$ cat src/rtl/mac4b_issue_ctrl.sv
// mac4b_issue_ctrl: CV-X-IF issue/commit/result sequencer for the MAC4B datapath.
// Accepted MAC4B instructions wait in a small in-order buffer until the core
// commits or kills them; committed heads run one at a time on the datapath.
module mac4b_issue_ctrl #(
  parameter int DEPTH = 4,
  parameter int ID_W  = 3,
  parameter int XLEN  = 32
) (
  input  logic                clk_i,
  input  logic                rst_i,
  input  logic                issue_valid_i,
  output logic                issue_ready_o,
  input  logic [31:0]         issue_instr_i,
  input  logic [ID_W-1:0]     issue_id_i,
  input  logic [3*XLEN-1:0]   issue_rs_i,
  input  logic [2:0]          issue_rs_valid_i,
  output logic                issue_accept_o,
  output logic                issue_writeback_o,
  input  logic                commit_valid_i,
  input  logic [ID_W-1:0]     commit_id_i,
  input  logic                commit_kill_i,
  output logic                mac_req_o,
  input  logic                mac_gnt_i,
  output logic [3*XLEN-1:0]   mac_op_o,
  input  logic                mac_done_i,
  input  logic [XLEN-1:0]     mac_res_i,
  output logic                result_valid_o,
  input  logic                result_ready_i,
  output logic [ID_W-1:0]     result_id_o,
  output logic [4:0]          result_rd_o,
  output logic [XLEN-1:0]     result_data_o,
  output logic                result_we_o,
  output logic                busy_o
);

  localparam int PW = $clog2(DEPTH);
  localparam int CW = PW + 1;

  typedef enum logic [2:0] {IDLE, WAIT_COMMIT, EXEC, BUSY, WB} state_e;

  state_e state_q, state_d;

  // Payload storage and per-entry status flags.
  logic [ID_W-1:0]   id_mem [DEPTH];
  logic [4:0]        rd_mem [DEPTH];
  logic [3*XLEN-1:0] rs_mem [DEPTH];
  logic [DEPTH-1:0]  committed_q, killed_q;

  // Write, head and oldest-uncommitted pointers; occupancy and uncommitted counts.
  logic [PW-1:0] wr_ptr_q, rd_ptr_q, cm_ptr_q;
  logic [CW-1:0] count_q, ucount_q;

  logic [ID_W-1:0] res_id_q;
  logic [4:0]      res_rd_q;
  logic [XLEN-1:0] res_data_q;

  // Set when a reset cancels an operation the datapath already took, so its
  // trailing done pulse is expected rather than a protocol error.
  logic drop_done_q;

  logic match, full, empty, push, pop, capture;
  logic cm_avail, commit_ok;
  logic [ID_W-1:0] cm_id;

  assign match = ((issue_instr_i & 32'h0600_707F) == 32'h0400_0033) && (&issue_rs_valid_i);
  assign full  = (count_q == CW'(DEPTH));
  assign empty = (count_q == '0);

  assign issue_ready_o     = issue_valid_i && (!match || !full);
  assign issue_accept_o    = issue_valid_i && match;
  assign issue_writeback_o = issue_accept_o;
  assign push              = issue_valid_i && match && !full;

  // With no uncommitted entry buffered, a commit can only target the entry
  // being written this same cycle, which lands at cm_ptr_q == wr_ptr_q.
  assign cm_avail  = (ucount_q != '0) || push;
  assign cm_id     = (ucount_q != '0) ? id_mem[cm_ptr_q] : issue_id_i;
  assign commit_ok = commit_valid_i && cm_avail && (commit_id_i == cm_id);

  assign result_valid_o = (state_q == WB);
  assign result_we_o    = result_valid_o;
  assign result_id_o    = res_id_q;
  assign result_rd_o    = res_rd_q;
  assign result_data_o  = res_data_q;
  assign busy_o         = !empty || (state_q != IDLE);

  // Next-state and datapath request decode for the head entry.
  always_comb begin
    // NOTE: every output of a combinational block gets a default first; a path
    // that leaves one unassigned would infer a latch.
    state_d   = state_q;
    pop       = 1'b0;
    capture   = 1'b0;
    mac_req_o = 1'b0;
    mac_op_o  = '0;
    case (state_q)
      IDLE:        if (!empty) state_d = WAIT_COMMIT;
      WAIT_COMMIT: begin
        if (killed_q[rd_ptr_q]) begin
          pop     = 1'b1;
          state_d = IDLE;
        end else if (committed_q[rd_ptr_q]) begin
          state_d = EXEC;
        end
      end
      EXEC: begin
        mac_req_o = 1'b1;
        mac_op_o  = rs_mem[rd_ptr_q];
        if (mac_gnt_i) state_d = BUSY;
      end
      BUSY: begin
        if (mac_done_i) begin
          pop     = 1'b1;
          capture = 1'b1;
          state_d = WB;
        end
      end
      WB:      if (result_ready_i) state_d = IDLE;
      default: state_d = IDLE;
    endcase
  end

  // Payload write on accept.
  always_ff @(posedge clk_i) begin
    // NOTE: the payload arrays are not reset; occupancy is tracked by the
    // counters, so stale contents are never observed.
    if (push) begin
      id_mem[wr_ptr_q] <= issue_id_i;
      rd_mem[wr_ptr_q] <= issue_instr_i[11:7];
      rs_mem[wr_ptr_q] <= issue_rs_i;
    end
  end

  // Pointers, counts and commit/kill flags.
  always_ff @(posedge clk_i) begin
    // NOTE: state is updated with non-blocking assignments so every register
    // samples pre-edge values regardless of statement order.
    if (rst_i) begin
      wr_ptr_q    <= '0;
      rd_ptr_q    <= '0;
      cm_ptr_q    <= '0;
      count_q     <= '0;
      ucount_q    <= '0;
      committed_q <= '0;
      killed_q    <= '0;
    end else begin
      if (push) begin
        wr_ptr_q              <= wr_ptr_q + 1'b1;
        committed_q[wr_ptr_q] <= 1'b0;
        killed_q[wr_ptr_q]    <= 1'b0;
      end
      if (pop) rd_ptr_q <= rd_ptr_q + 1'b1;
      // Placed after the push clear so a same-cycle commit of the new entry wins.
      if (commit_ok) begin
        cm_ptr_q <= cm_ptr_q + 1'b1;
        if (commit_kill_i) killed_q[cm_ptr_q] <= 1'b1;
        else               committed_q[cm_ptr_q] <= 1'b1;
      end
      case ({push, pop})
        2'b10:   count_q <= count_q + 1'b1;
        2'b01:   count_q <= count_q - 1'b1;
        default: count_q <= count_q;
      endcase
      case ({push, commit_ok})
        2'b10:   ucount_q <= ucount_q + 1'b1;
        2'b01:   ucount_q <= ucount_q - 1'b1;
        default: ucount_q <= ucount_q;
      endcase
    end
  end

  // FSM state, registered result fields and cancelled-operation tracking.
  always_ff @(posedge clk_i) begin
    if (rst_i) begin
      state_q    <= IDLE;
      res_id_q   <= '0;
      res_rd_q   <= '0;
      res_data_q <= '0;
      if ((state_q == BUSY) || ((state_q == EXEC) && mac_gnt_i)) drop_done_q <= 1'b1;
    end else begin
      state_q <= state_d;
      if (capture) begin
        res_id_q   <= id_mem[rd_ptr_q];
        res_rd_q   <= rd_mem[rd_ptr_q];
        res_data_q <= mac_res_i;
      end
      if (mac_done_i) drop_done_q <= 1'b0;
    end
  end

  // Protocol checks: in-order commits by ID, and done only while an op is in flight.
  always_ff @(posedge clk_i) begin
    if (!rst_i) begin
      if (commit_valid_i) begin
        a_commit_order: assert (cm_avail && (commit_id_i == cm_id));
      end
      if (mac_done_i) begin
        a_done_in_busy: assert ((state_q == BUSY) || drop_done_q);
      end
    end
  end

endmodule

$ cat config.mk
export PLATFORM = sky130hd
export DESIGN_NAME = mac4b_issue_ctrl
export DESIGN_NICKNAME = d
export VERILOG_FILES = /design/src/rtl/mac4b_issue_ctrl.sv
export SDC_FILE = /design/constraint.sdc
export NUM_CORES = 1
export LEC_CHECK = 0
export BUFFER_PORTS_ARGS = -buffer_cell sky130_fd_sc_hd__buf_2
export CAP_MARGIN = 0
export CELL_PAD_IN_SITES_DETAIL_PLACEMENT = 0
export CELL_PAD_IN_SITES_GLOBAL_PLACEMENT = 2
export CORE_ASPECT_RATIO = 1.2
export CORE_UTILIZATION = 41
export CTS_CLUSTER_DIAMETER = 60
export DETAILED_ROUTE_END_ITERATION = 12
export PLACE_DENSITY_LB_ADDON = 0.1
export SLEW_MARGIN = 10
export SYNTH_ARGS = -nofsm -noshare
export SYNTH_HDL_FRONTEND = slang
export SYNTH_SLANG_ARGS = --single-unit
export TNS_END_PERCENT = 5
$ cat constraint.sdc
create_clock -name clk_i -period 6.21 [get_ports clk_i]
set_input_delay 1.5525 -clock clk_i [delete_from_list [all_inputs] [get_ports clk_i]]
set_output_delay 1.5525 -clock clk_i [all_outputs]
set_load 0.05 [all_outputs]
; Word-level counts from Yosys, hierarchy flattened
; Memory sizes are Yosys's and may differ from the RTL's. A register that Yosys moved wholly into a read port is not among the register bits.
; Cells that the tools add are included.
[totals]
reg_bits = 55
ramBits = 416
inputBits = 177
out_inout_bits = 143
word_cells = 105
mem_count = 3
[classes]
n_addsub = 7
magnitude_cmp = 5
n_eq_ne = 16
n_mux = 38
bitwise = 5
n_reduce_logical = 22
[mem_list]
columns = name, words, width, read_ports, rd_ports_with_merged_regs, wr, line
row1 = rs_mem, 4, 96, 1, 1, 1, 46  ; logic [3*XLEN-1:0] rs_mem [DEPTH];
row2 = rd_mem, 4, 5, 1, 1, 1, 45  ; logic [4:0] rd_mem [DEPTH];
row3 = id_mem, 4, 3, 2, 2, 1, 44  ; logic [ID_W-1:0] id_mem [DEPTH];
[op_table]
columns = operator, count
row1 = $mux W96, 1
row2 = $mux W4, 8
row3 = $mux W3, 7
row4 = $pmux W3 S5, 1
row5 = $eq A12 B12 Y1 const B, 1
row6 = $pmux W3 S2, 2
row7 = $mux W1, 10
row8 = $lt A2 B3 Y1 const B, 3
row9 = $and A4 B4 Y4, 2
row10 = $logic_and A1 B1 Y1, 8
row11 = $mux W2, 4
row12 = $or A4 B4 Y4, 2
row13 = $add A2 B1 Y2 const B, 3
row14 = $add A3 B1 Y3 const B, 2
row15 = $eq A3 B2 Y1 const B, 2
row16 = $eq A3 B3 Y1 const B, 2
row17 = $logic_not A3 Y1, 2
row18 = $ne A2 B2 Y1 const B, 3
row19 = $reduce_bool A3 Y1, 2
row20 = $sub A3 B1 Y3 const B, 2
row21 = $reduce_and A5 Y1, 1
row22 = $bmux W1 S2, 2
row23 = $demux W1 S2, 2
row24 = $eq A2 B1 Y1 const B, 2
row25 = other kinds (12), 19

; Depth between registers and ports, before layout
; Gate-level depths: netlist (run 1).
[logic_depth]
ltp_word = 11
mapped_depth = 13
depth_no_buf = 11

; Worst setup path after synthesis (run 1)
; No wires, ideal clock.
[synth_timing]
path_kind = in2reg
startpoint = input port issue_instr_i[6]
endpoint = memory id_mem[0][0], enable pin
arrival_time_ps = 4656
t_required_ps = 5753
slack_ps = 1097
stages = 4
path_buffers = 0
cell_sequence = or4_4 -> nor4_4 -> nand4_1 -> inv_1
[synth_via]
elab_chain_len = 6
[synth_rtl]
columns = item, line
row1 = from (decl), 13  ; input logic [31:0] issue_instr_i,
row2 = $eq A12 B12 Y1, 65  ; assign match = ((issue_instr_i & 32'h0600_707F) == 32'h0400_0033) && (&issue_rs_valid_i);
row3 = $logic_and A1 B1 Y1, 65
row4 = $logic_and A1 B1 Y1 (2 in a row), 72  ; assign push = issue_valid_i && match && !full;
row5 = $mux W1, 127  ; if (push) begin
row6 = $mux W1 (not written as such), 128  ; id_mem[wr_ptr_q] <= issue_id_i;
row7 = to (decl), 44
; No other way between the ends.

; Worst setup path after layout (run 1)
[layout_timing]
startpoint = input port issue_instr_i[6]
endpoint = output port issue_accept_o
[layout_via]
elab_chain_len = 3
[layout_rtl]
columns = item, line
row1 = $eq A12 B12 Y1, 65
row2 = $logic_and A1 B1 Y1, 65
row3 = $logic_and A1 B1 Y1, 70  ; assign issue_accept_o = issue_valid_i && match;
row4 = to (decl), 17  ; output logic issue_accept_o,
; No other way between the ends.

==> results.ini, run 1 <==
[outcome]
status=finished, final reports clean

[clock_tree]
cts_tree=built
cts_setup_buffers=0
cts-hold-fix-buffers=0
clk_latency_ns=0.59
cts_root_buf=clkbuf_16
clkTransAtPathRegs_ns=0.06
clkSinkCount=483
ctsHtreeMaxLevel=2
cts_made_buffers=51
clockBufferDepth=3
cts_resized=0

[critical_path]
cpPeakStageDelay_ns=0.56
r2r_slack_ns=3.04
crit_path_start=issue_instr_i[6]
path_class=input port to primary output
rr_worst_depth=11
worstSetupEndpointType=primary output
timing.critical_path.mode_cell=buf_2
worstPathArrival_ns=3.11
worst-path-max-fanout=7
r2r-end=ucount_q[2]$_SDFFE_PP0P_
worstSetupStartpointType=input port
crit_chain=buf_2 -> or4_4 -> nor4_4 -> and2_1 -> buf_2
critPathCapture=issue_accept_o
crit_slowest_cell=or4_4
required_ns=4.66

[grt]
grt_max_degree=72
antenna_found_initial=10
grt_remaining_overflow=0
grt_pass1_wl_mm=64.3
first_global_vias=10700
gr-usage-all-layers_pct=18.5

[yosys]
synthArstFlopShare_pct=0
ys_ff_latch=483
seq_area_frac_synth_pct=73.6
ys_types=49
syn_nets=1220
synth-main-ff-cell=edfxtp_1
synth_edf_count=416
avgSynthCellArea_um2=18.2
yosysWarningCount=0
syn_area_mm2=0.0188
synthCells=1031

[die]
num_rows=85
die_y_um=237
floorplan.initialDensity_pct=41.7
ios=320
coreArea_mm2=0.0451
die_w_um=197
die-area_mm2=0.0467

[timing]
relSlewSlack_pct=30.4
tightest_slew_ns=1.04
hold_viol=0
max_freq_mhz=214
period_share_pct=75.2
tns_ns=0
skew_ns=0.0175
slew_viol_final=0
setup_viol=0
min_period_ns=4.67
rsz0062_at_grt=no

[routing]
wl_per_cell_um=21.6
drc=0
first_pass_iters=4
drt.antenna.violating_nets=0
vias=10300
routed_via_density=5.17
drt-total-wl_mm=42.9
drtIter0Drc=416

[finish]
area_delta_synth_final_pct=21.1
final_cell_mix=edfxtp_1 (416), buf_2 (304), mux4_2 (107), and3_1 (99), nand2_1 (84)
n_fill_cell=3915
layout-drive-gt1-share_pct=37.7
multi_input_comb_area_mm2=0.00459
final_nets=1525
layout_commonest_cell=edfxtp_1
seq_area_mm2=0.0138

[run]
maxCapViolCount=0

[power]
power.total_mw=7.73
ir_drop_uv=286
power.leakage_nw=8.23
power.density_mw_per_mm2=340

[placement]
dpl.hpwl_mm=25.6
place_congestion=0.713
portBuffers=304

[worst_hold_path]
hold_path.class=register to register

-- report_power, final --
part | internal [mW] | switching [mW]
Sequential | 3.53 | 0.0374
Clock | 1.89 | 1.25
Combinational | 0.250 | 0.777
-- logic make-up after synthesis --
kind of cell	count (synthesis)	share of synthesized area (%)
buf+inv	89	1.98
compound gates	82	2.72
flops	483	73.6
xor+xnor	14	0.653
simple gates	237	6.95
fa+ha+maj	12	0.879
mux	114	13.2
-- registers in the layout, summed over array words and instances, names as in the netlist, named ones only --
name	count
killed_q	4
count_q	3
state_q	3
cm_ptr_q	2
committed_q	4
ucount_q	3
rd_ptr_q	2
wr_ptr_q	2
rd_mem	20
id_mem	12
rs_mem	384
result_data_o	32
result_rd_o	5
result_id_o	3
-- worst min-delay path by stage --
stage / slack (ns) / to / cells after the start / startpoint
global placement: 0.44 / result_data_o[31]$_SDFFE_PP0P_ / 2 / result_data_o[31]$_SDFFE_PP0P_
detailed placement: 0.44 / result_data_o[30]$_SDFFE_PP0P_ / 2 / result_data_o[30]$_SDFFE_PP0P_
finish: 0.45 / result_data_o[27]$_SDFFE_PP0P_ / 2 / result_data_o[27]$_SDFFE_PP0P_
global route: 0.47 / result_data_o[21]$_SDFFE_PP0P_ / 2 / result_data_o[21]$_SDFFE_PP0P_
floorplan: 0.47 / ucount_q[2]$_SDFFE_PP0P_ / 2 / ucount_q[2]$_SDFFE_PP0P_
CTS: 0.45 / result_data_o[30]$_SDFFE_PP0P_ / 2 / result_data_o[30]$_SDFFE_PP0P_
-- worst max-delay path, delay by kind of cell --
family	cells	cell delay, ns
buffers and inverters	2	0.37
and+or+nand+nor	3	1.19
-- synth_stat cells, types with 3 or more instances --
cell type	number	share of area [%]
and3_1	99	3.3
buf_4	3	0.12
ha_1	10	0.67
clkbuf_1	46	0.92
dfxtp_1	67	7.1
xnor2_1	4	0.19
mux4_2	107	13
o21ai_0	3	0.080
and2_1	3	0.10
o2111ai_1	8	0.37
edfxtp_1	416	66
a32oi_1	8	0.37
nand2_1	84	1.7
nor4_4	3	0.34
buf_1	6	0.12
mux2i_1	7	0.37
buf_2	15	0.40
xor2_1	10	0.47
nor2_1	15	0.30
inv_1	16	0.32
nand3b_1	4	0.16
nand3_1	3	0.080
a21oi_1	53	1.4
nand4_1	8	0.27
nor3b_1	3	0.12
-- stage by stage --
stage / hold slack [ns] / instances / util [%] / setup WS, ns / instance area, um^2
after floorplan: 0.466 / 1031 / - / 1.10 / 18800
after global routing: 0.466 / 1988 / 50.5 / 1.47 / 22800
after CTS: 0.453 / 1987 / 50.5 / 1.53 / 22800
final: 0.450 / 1989 / 50.5 / 1.54 / 22800
after detailed placement: 0.445 / 1892 / 46.6 / 1.53 / 21000
after global placement: 0.438 / 1892 / 46.6 / 1.53 / 21000
-- cell type report --
class / count / area share [%]
Timing Repair Buffer: 323 / 7.64
Tap cell: 609 / 3.35
Inverter: 18 / 0.341
Clock buffer: 63 / 6.12
Antenna cell: 2 / 0.0220
Clock inverter: 32 / 1.54
Sequential cell: 483 / 60.8
Multi-Input combinational cell: 459 / 20.2
-- per-layer routing --
layer / global-route usage (%) / vias up / share of wire, %
met5: 0 / - / 0.21
met4: 6.11 / 16 / 2.3
met3: 5.90 / 84 / 7.2
met2: 30.9 / 279 / 51
met1: 22.8 / 5181 / 40
li1: - / 4722 / -
Power figures use the tool's default switching activity.
==> run 2: changes to the inputs <==
clock period = 4.3 ns   (was 6.21 ns; I/O delays follow)
==> run 2 against run 1 <==
  * Setup slack lost 0.95 ns
  * Sequential share of layout area shrank 0.11 points
  * Non-clock buffer count rose by 13
  * Clock-buffer cell count up 2
  * Cell area rose by 0.19%
  * First-iteration DRC count down 14%
  * Clock power grew 38%
  * Combinational power up 44%
  * Wire length about the same
  * Core utilization grew 0.094 points
  * Largest cell class unchanged
==> results.ini, run 2 (synthesized netlist as in run 1, its figures left out) <==
[finish]
final_area_mm2=0.0228  ; +0.19%
area_delta_synth_final_pct=21.4
regMostFlops=rs_mem
n_antenna_cell=0  ; -2
layout-drive-gt1-share_pct=37.8  ; about the same
stdcell_count=1994  ; +0.25%
largest_reg_flops=384  ; unchanged
final_cell_mix=edfxtp_1 (416), buf_2 (304), mux4_2 (107), and3_1 (99), nand2_1 (84)
layout_commonest_cell=edfxtp_1
n_fill_cell=3930  ; +0.38%
final_nets=1538  ; +0.85%

[critical_path]
required_ns=3.22  ; -1.44 ns
worstPathArrival_ns=2.63  ; -0.48 ns
cpPeakStageDelay_ns=0.76  ; +0.20 ns
worstSetupEndpointType=primary output
worstSetupStartpointType=register
path_class=register to primary output
crit_chain=buf_4 -> mux4_2 -> and3_1 -> buf_2
worst-path-max-fanout=28  ; +21
crit_slowest_cell=dfxtp_4

[grt]
antenna_found_initial=11  ; +1
grt_max_degree=99  ; +38%
grt_pass1_wl_mm=64.8  ; +0.71%
first_global_vias=10700  ; +0.19%
gr-usage-all-layers_pct=18.6  ; +0.095 points
grt_remaining_overflow=0  ; unchanged

[power]
power.total_mw=11.0  ; +42%
power.density_mw_per_mm2=482  ; +42%
ir_drop_uv=359  ; +25%
power.leakage_nw=8.22  ; -0.14%

[routing]
vias=10300  ; +0.65%
routed_via_density=5.19  ; +0.40%
drc=0  ; unchanged
drt.antenna.violating_nets=0  ; unchanged
wl_per_cell_um=21.5  ; -0.22%
first_pass_iters=4  ; unchanged
drt-total-wl_mm=43.0  ; about the same
drtIter0Drc=356  ; -14%

[die]
ios=320  ; unchanged
floorplan.initialDensity_pct=41.7  ; unchanged
die_y_um=237  ; unchanged
die-area_mm2=0.0467  ; unchanged
coreArea_mm2=0.0451  ; unchanged
num_rows=85  ; unchanged
die_w_um=197  ; unchanged

[placement]
dpl_worst_slack_ns=0.566  ; -0.961 ns
place_congestion=0.713  ; about the same
portBuffers=304  ; unchanged
dpl-instance-area_mm2=0.0212  ; +0.73%
dpl.hpwl_mm=26.0  ; +1.3%
dp_cells=1905  ; +0.69%

[timing]
max_freq_mhz=270
min_period_ns=3.70
rsz0062_at_grt=no
period_share_pct=86.1
tns_ns=0  ; unchanged
slew_viol_final=0  ; unchanged
setup_slack_ns=0.597  ; -0.946 ns
hold_viol=0  ; unchanged
skew_ns=0.0191  ; +0.00159 ns
relSlewSlack_pct=26.8  ; -3.6 points
setup_viol=0  ; unchanged
tightest_slew_ns=1.10  ; +0.0566 ns

[clock_tree]
cts_made_buffers=51  ; unchanged
cts_setup_buffers=0  ; unchanged
clk_latency_ns=0.58  ; about the same
cts_root_buf=clkbuf_16
ctsHtreeMaxLevel=2  ; unchanged
cts-hold-fix-buffers=0  ; unchanged
clkTransAtPathRegs_ns=0.06  ; about the same
cts_resized=0  ; unchanged
clockBufferDepth=3  ; unchanged
cts_tree=built
clkSinkCount=483  ; unchanged

[run]
maxCapViolCount=0  ; unchanged

[outcome]
status=finished, final reports clean

[worst_hold_path]
hold_path.class=register to register

[run 2: worst max-delay path, delay by kind of cell (launching register included)]
kind          cells  cell delay [ns]
buf+inv           2             0.56
mux               1             0.52
simple gates      1             0.19
flops             1             0.76
[run 2: routing by layer]
layer / share of wire [%] / up-vias / wire length [um] / GRT usage, %
li1: - / 4745 / - / -
met5: 0.31 / - / 134 / 0
met4: 2.1 / 20 / 884 / 4.93
met1: 41 / 5249 / 17500 / 23.1
met3: 6.6 / 82 / 2850 / 5.61
met2: 50 / 253 / 21600 / 31.5
[run 2: power breakdown]
| part | internal, mW | switching, mW |
|---|---|---|
| clock network | 2.60 | 1.75 |
| registers | 5.10 | 0.0774 |
| logic | 0.376 | 1.11 |
| total | 8.07 | 2.93 |
[run 2: stage by stage]
stage	utilization, %	hold WS, ns
finish	50.6	0.452
detailed placement	46.9	0.444
global placement	46.9	0.440
floorplan	-	0.466
global route	50.6	0.468
CTS	50.6	0.452
[run 2: final timing paths]
| path | cells after the start | endpoint | slack (ns) | from |
|---|---|---|---|---|
| max | 4 | mac_op_o[23] | 0.60 | register |
| min | 2 | result_data_o[20]$_SDFFE_PP0P_ | 0.45 | result_data_o[20]$_SDFFE_PP0P_ |
| max reg2reg | 11 | ucount_q[2]$_SDFFE_PP0P_ | 1.16 | register |
| min reg2reg | 2 | result_data_o[20]$_SDFFE_PP0P_ | 0.45 | result_data_o[20]$_SDFFE_PP0P_ |
[run 2: layout make-up]
class,count,area [um^2],share of cell area [%]
tap,609,762,3.34
sequential,483,13800,60.7
timing repair buffer,336,1890,8.27
multi-input combinational,459,4590,20.1
clock buffer,65,1370,6.01
clock inverter,24,269,1.18
inverter,18,82.6,0.362
